===== config.mk =====
export PLATFORM = sky130hd
export DESIGN_NAME = conv_accum_tree
export DESIGN_NICKNAME = d
export VERILOG_FILES = /design/src/rtl/conv_accum_tree.sv
export SDC_FILE = /design/constraint.sdc
export NUM_CORES = 1
export LEC_CHECK = 0
export BUFFER_PORTS_ARGS = -buffer_cell sky130_fd_sc_hd__buf_2
export CORE_MARGIN = 8
export CORE_UTILIZATION = 65
export DETAILED_ROUTE_END_ITERATION = 8
export PLACE_DENSITY = 0.85
export SLEW_MARGIN = 20
export SYNTH_ARGS = -nofsm -noshare
export SYNTH_HDL_FRONTEND = slang
export SYNTH_SLANG_ARGS = --single-unit

===== constraint.sdc =====
create_clock -name clk -period 18.9 [get_ports clk]
set_input_delay 3.78 -clock clk [delete_from_list [all_inputs] [get_ports clk]]
set_output_delay 3.78 -clock clk [all_outputs]
set_load 0.05 [all_outputs]

===== src/rtl/conv_accum_tree.sv =====
// Pipelined adder tree for the convolution datapath: sums KERNEL_SIZE products,
// adds bias, then applies a rounding shift, optional ReLU and saturation.
module conv_accum_tree #(
   parameter int unsigned KERNEL_SIZE  = 9,
   parameter int unsigned DATA_WIDTH   = 8,
   parameter int unsigned WEIGHT_WIDTH = 8,
   parameter int unsigned BIAS_WIDTH   = 16,
   parameter int unsigned SHIFT_WIDTH  = 5,
   parameter int unsigned OUT_WIDTH    = 8,
   parameter bit          SIGNED       = 1'b1,
   localparam int unsigned PROD_W = DATA_WIDTH + WEIGHT_WIDTH,
   localparam int unsigned LEVELS = $clog2(KERNEL_SIZE),
   localparam int unsigned SUM_W  = PROD_W + LEVELS,
   localparam int unsigned ACC_W  = ((SUM_W > BIAS_WIDTH) ? SUM_W : BIAS_WIDTH) + 1
) (
   input  logic                          clk,
   input  logic                          rstn,
   input  logic                          in_valid,
   output logic                          in_ready,
   input  logic [KERNEL_SIZE*PROD_W-1:0] in_data,
   input  logic [BIAS_WIDTH-1:0]         in_bias,
   input  logic [SHIFT_WIDTH-1:0]        in_shift,
   input  logic                          in_relu,
   output logic                          out_valid,
   input  logic                          out_ready,
   output logic [OUT_WIDTH-1:0]          out_data,
   output logic [ACC_W-1:0]              out_sum,
   output logic                          out_sat
);

   localparam int unsigned WIDE_W = ACC_W + 1;

   localparam logic signed [ACC_W-1:0] SAT_HI = SIGNED ?
      ACC_W'((64'sd1 <<< (OUT_WIDTH - 1)) - 64'sd1) :
      ACC_W'((64'sd1 <<< OUT_WIDTH) - 64'sd1);
   localparam logic signed [ACC_W-1:0] SAT_LO = SIGNED ?
      ACC_W'(-(64'sd1 <<< (OUT_WIDTH - 1))) : ACC_W'(0);

   // Number of live operands after lvl pairwise-add levels (odd leftovers pass through).
   function automatic int unsigned lvl_cnt(input int unsigned lvl);
      int unsigned n;
      n = KERNEL_SIZE;
      for (int unsigned i = 0; i < lvl; i++) n = (n + 1) / 2;
      return n;
   endfunction

   function automatic logic signed [ACC_W-1:0] ext_prod(input logic [PROD_W-1:0] p);
      if (SIGNED) return ACC_W'($signed(p));
      else        return ACC_W'(p);
   endfunction

   function automatic logic signed [ACC_W-1:0] ext_bias(input logic [BIAS_WIDTH-1:0] b);
      if (SIGNED) return ACC_W'($signed(b));
      else        return ACC_W'(b);
   endfunction

   logic advance;
   logic accept;

   logic                    vld      [LEVELS+1];
   logic signed [ACC_W-1:0] ops      [LEVELS+1][KERNEL_SIZE];
   logic [BIAS_WIDTH-1:0]   sb_bias  [LEVELS];
   logic [SHIFT_WIDTH-1:0]  sb_shift [LEVELS+1];
   logic                    sb_relu  [LEVELS+1];

   logic                    pa_vld;
   logic signed [ACC_W-1:0] pa_acc;
   logic signed [ACC_W-1:0] pa_r;
   logic                    pa_relu;

   logic signed [ACC_W-1:0]  tree_sum;
   logic [SHIFT_WIDTH-1:0]   tree_shift;
   logic signed [WIDE_W-1:0] half;
   logic signed [ACC_W-1:0]  round_r;
   logic signed [ACC_W-1:0]  relu_r;
   logic signed [ACC_W-1:0]  clamp_r;
   logic                     clamp_sat;

   // Single global stall: everything moves only when the output slot frees up.
   assign advance  = !out_valid || out_ready;
   assign in_ready = advance && rstn;
   assign accept   = in_valid && in_ready;

   // Stage 0: capture products and sideband of the accepted beat.
   always_ff @(posedge clk) begin
      if (!rstn)        vld[0] <= 1'b0;
      else if (advance) vld[0] <= in_valid;
   end

   always_ff @(posedge clk) begin
      if (accept) begin
         sb_bias[0]  <= in_bias;
         sb_shift[0] <= in_shift;
         sb_relu[0]  <= in_relu;
      end
   end

   for (genvar j = 0; j < KERNEL_SIZE; j++) begin : g_in
      always_ff @(posedge clk) begin
         if (accept) ops[0][j] <= ext_prod(in_data[j*PROD_W +: PROD_W]);
      end
   end

   // Tree levels: pairwise adds, bias folded into the final pair.
   for (genvar l = 1; l <= LEVELS; l++) begin : g_lvl
      localparam int unsigned NP = lvl_cnt(l - 1);
      localparam int unsigned NC = lvl_cnt(l);

      logic signed [ACC_W-1:0] bias_term;

      always_ff @(posedge clk) begin
         if (!rstn)        vld[l] <= 1'b0;
         else if (advance) vld[l] <= vld[l-1];
      end

      always_ff @(posedge clk) begin
         if (advance && vld[l-1]) begin
            sb_shift[l] <= sb_shift[l-1];
            sb_relu[l]  <= sb_relu[l-1];
         end
      end

      if (l == LEVELS) begin : g_last
         assign bias_term = ext_bias(sb_bias[l-1]);
      end else begin : g_mid
         assign bias_term = '0;
         always_ff @(posedge clk) begin
            if (advance && vld[l-1]) sb_bias[l] <= sb_bias[l-1];
         end
      end

      for (genvar j = 0; j < NC; j++) begin : g_op
         if (2*j + 1 < NP) begin : g_add
            always_ff @(posedge clk) begin
               if (advance && vld[l-1])
                  ops[l][j] <= ops[l-1][2*j] + ops[l-1][2*j+1] + bias_term;
            end
         end else begin : g_pass
            always_ff @(posedge clk) begin
               if (advance && vld[l-1]) ops[l][j] <= ops[l-1][2*j];
            end
         end
      end
   end

   assign tree_sum   = ops[LEVELS][0];
   assign tree_shift = sb_shift[LEVELS];

   // Round-half-up arithmetic right shift, computed one bit wider to absorb the half.
   always_comb begin : round_shift
      round_r = tree_sum;
      half    = '0;
      if (tree_shift == '0) begin
         round_r = tree_sum;
      end else if (32'(tree_shift) >= ACC_W) begin
         round_r = tree_sum[ACC_W-1] ? '1 : '0;
      end else begin
         half    = WIDE_W'(1) << (tree_shift - SHIFT_WIDTH'(1));
         round_r = ACC_W'(($signed({tree_sum[ACC_W-1], tree_sum}) + half) >>> tree_shift);
      end
   end

   always_ff @(posedge clk) begin
      if (!rstn)        pa_vld <= 1'b0;
      else if (advance) pa_vld <= vld[LEVELS];
   end

   always_ff @(posedge clk) begin
      if (advance && vld[LEVELS]) begin
         pa_acc  <= tree_sum;
         pa_r    <= round_r;
         pa_relu <= SIGNED && sb_relu[LEVELS];
      end
   end

   // ReLU zeroes negatives without flagging saturation; clamp flags only real changes.
   always_comb begin : relu_sat
      relu_r    = pa_r;
      clamp_r   = pa_r;
      clamp_sat = 1'b0;
      if (pa_relu && pa_r[ACC_W-1]) relu_r = '0;
      clamp_r = relu_r;
      if (relu_r > SAT_HI) begin
         clamp_r   = SAT_HI;
         clamp_sat = 1'b1;
      end else if (relu_r < SAT_LO) begin
         clamp_r   = SAT_LO;
         clamp_sat = 1'b1;
      end
   end

   always_ff @(posedge clk) begin
      if (!rstn) begin
         out_valid <= 1'b0;
         out_data  <= '0;
         out_sum   <= '0;
         out_sat   <= 1'b0;
      end else if (advance) begin
         out_valid <= pa_vld;
         if (pa_vld) begin
            out_data <= OUT_WIDTH'(clamp_r);
            out_sum  <= pa_acc;
            out_sat  <= clamp_sat;
         end
      end
   end

endmodule


==> flow_metrics.tcl <==
set metrics [dict create \
    status "completed" \
    ys_seq_area_frac 0.5876 \
    critPathKind "input port to output port" \
    yosys.area.top_type_share 0.5629 \
    grt_pass1_vias 18230 \
    worstPathArrival_ns 4.68 \
    period_needed_ns 8.456 \
    crit_fanout 39 \
    antenna_found_initial 0 \
    met2_usage 0.4613 \
    ctsResizeCount 0 \
    drt-initial-drc-count 1573 \
    finalHoldViolCount 0 \
    die_w_um 218.8 \
    portBuffers 201 \
    finalCritPeriodShare 0.4474 \
    holdBufCountCts 0 \
    grt.met1_usage 0.3177 \
    ys_async_sr_fraction 0 \
    dp_hpwl_um 46020 \
    cts_sinks 534 \
    start_util 0.6561 \
    finalWirelength_um 62960 \
    final_cell_count_no_fill 2912 \
    gp_congestion 0.9751 \
    holdCritPathClass "register to register" \
    end_kind "output port" \
    cts_root_buffer "clkbuf_16" \
    synth_area_leaders "edfxtp_1 56%, ha_1 7.7%, xnor2_1 3.3%, dfxtp_1 2.5%, a21oi_1 2.4%" \
    clock.fmax_ghz 0.1183 \
    layout_common_cells "501 x edfxtp_1, 201 x buf_2, 165 x ha_1" \
    ant_nets 0 \
    worstHoldStart "ops[0][0]" \
    min_path_cells 0 \
    max_slew_margin 0.2901 \
    path_clk_slew_ns 0.06 \
    io_pins 202 \
    die_h_um 218.8 \
    syn_nets 2484 \
    required_ns 15.12 \
    layout_commonest_cell "edfxtp_1" \
    grtUsageMet3 0.04571 \
    grt_overflow_total 0 \
    finalSetupTns_ns 0 \
    synth_warnings 0 \
    cts_buffer_depth 3 \
    dr_total_vias 18070 \
    grt_max_degree 90 \
    synth_ff_type "edfxtp_1" \
    syn-cell-area_sq_um 26730 \
    placed_cells 2819 \
    r2r-end "pa_r[11]" \
    cts_max_level 2 \
    via_per_inst 6.206 \
    min_to "ops[1][84]" \
    drv_cap 0 \
    worstRegToRegCells 14 \
    reg2reg_from "sb_shift[0][21]" \
    synth_edf_count 501 \
    ir_drop_v 0.0001080 \
    start_kind "input port" \
    drtPass1Iterations 5 \
    numCtsBuffers 53 \
    syn_avg_cell_area_sq_um 12.61 \
    cts_tree "built" \
    rows 74 \
    drive_gt1_frac 0.1471 \
    wl_per_cell_um 21.62 \
    grt_pass1_wl_um 98010 \
    dieArea_sq_um 47860 \
    r2r_slack_ns 13.33 \
    grt_usage 0.2600 \
    p_leak_nw 11.53 \
    tightest_slew_ns 1.065 \
    finalSetupViolCount 0 \
    clock_skew_ns 0.02899 \
    totalPowerFinal_mw 2.798 \
    cellPowerDensity_nw_per_um2 93.45 \
    syn-instance-count 2120 \
    synth_cell_types 91 \
    nNetsFinal 2706 \
    diodes 0 \
    ys_seq_elements 534 \
    clk_latency_ns 0.61 \
    cts_setup_buffers 0 \
    area_growth_pct 12.04 \
    yosys.area.top_type "edfxtp_1" \
    busiest_layer "met2" \
    rsz0062_at_grt "no" \
    slew_violations 0 \
    drc_errors 0 \
    core-area_sq_um 40740 \
    nFillCells 2532 \
]
==> state kept, by name, indices dropped and copies added (netlist names) <==
signal and count:
ops 360, out_data 8, out_sat 1, out_sum 21, out_valid 1, pa_acc 21, pa_r 21, pa_relu 1
pa_vld 1, sb_bias 64, sb_relu 5, sb_shift 25, vld 5
==> metal layers <==
| layer | part of all wire | wire [um] |
|---|---|---|
| met1 | 0.40 | 25210 |
| met2 | 0.50 | 31750 |
| met3 | 0.059 | 3736 |
| met4 | 0.036 | 2263 |
| met5 | 0 | 0 |
==> report_power, final <==
part           switching (mW)  leakage, nW  internal, mW
clock network           0.434        0.806         0.569
registers              0.0242         4.92          1.38
logic                   0.225         5.80         0.162
total                   0.684         11.5          2.11
==> cells in the mapped netlist, drive strengths merged, types with 22 or more instances <==
master and instances:
a211oi 32, a21boi 29, a21o 53, a21oi 133, and2 30, and3 26, clkbuf 33, dfxtp 33
edfxtp 501, fa 29, ha 165, inv 81, nand2 163, nand3 46, nor2 150, nor2b 22
nor3 56, o21ai 100, xnor2 100, xor2 24
==> area by class of cell <==
type	instances	area [sq um]	share of cell area
repair buffers	219	1141	0.03811
clock buffers	59	1349	0.04504
multi-input cells	1453	10480	0.3500
inverters	81	304.0	0.01015
clock inverters	34	297.8	0.009945
well taps	532	665.6	0.02223
flip-flops and latches	534	15710	0.5245
==> worst max path at each step <==
stage          cells past startpoint       end      start
2_1_floorplan                      3    vld[0]       rstn
3_3_place_gp                       3  in_ready       rstn
3_5_place_dp                       3  in_ready       rstn
4_1_cts                            3  in_ready       rstn
5_1_grt                            4  in_ready  out_ready
6_report                           3  in_ready       rstn
==> worst max-delay path: stages <==
cell	delay [ns]
buf_2	0.41
and2_1	0.21
buf_2	0.27
==> per-stage QoR <==
stage	cell area, sq um	hold WS, ns	setup slack (ns)	util
4_1_cts	29940	0.4185	10.44	0.7350
3_5_place_dp	28300	0.4045	10.45	0.6946
2_1_floorplan	26730	0.4003	9.812	-
5_1_grt	29940	0.4244	10.38	0.7350
6_report	29940	0.4145	10.44	0.7350
3_3_place_gp	28300	0.4004	10.47	0.6946
==> logic make-up after synthesis <==
| family | count (synthesis) | synth area share |
|---|---|---|
| flops | 534 | 0.5876 |
| mux | 22 | 0.01002 |
| simple gates | 587 | 0.1051 |
| buf+inv | 133 | 0.02064 |
| fa+ha+maj | 194 | 0.09897 |
| compound gates | 526 | 0.1371 |
| xor+xnor | 124 | 0.04063 |
(Power assumes the default switching activity.)
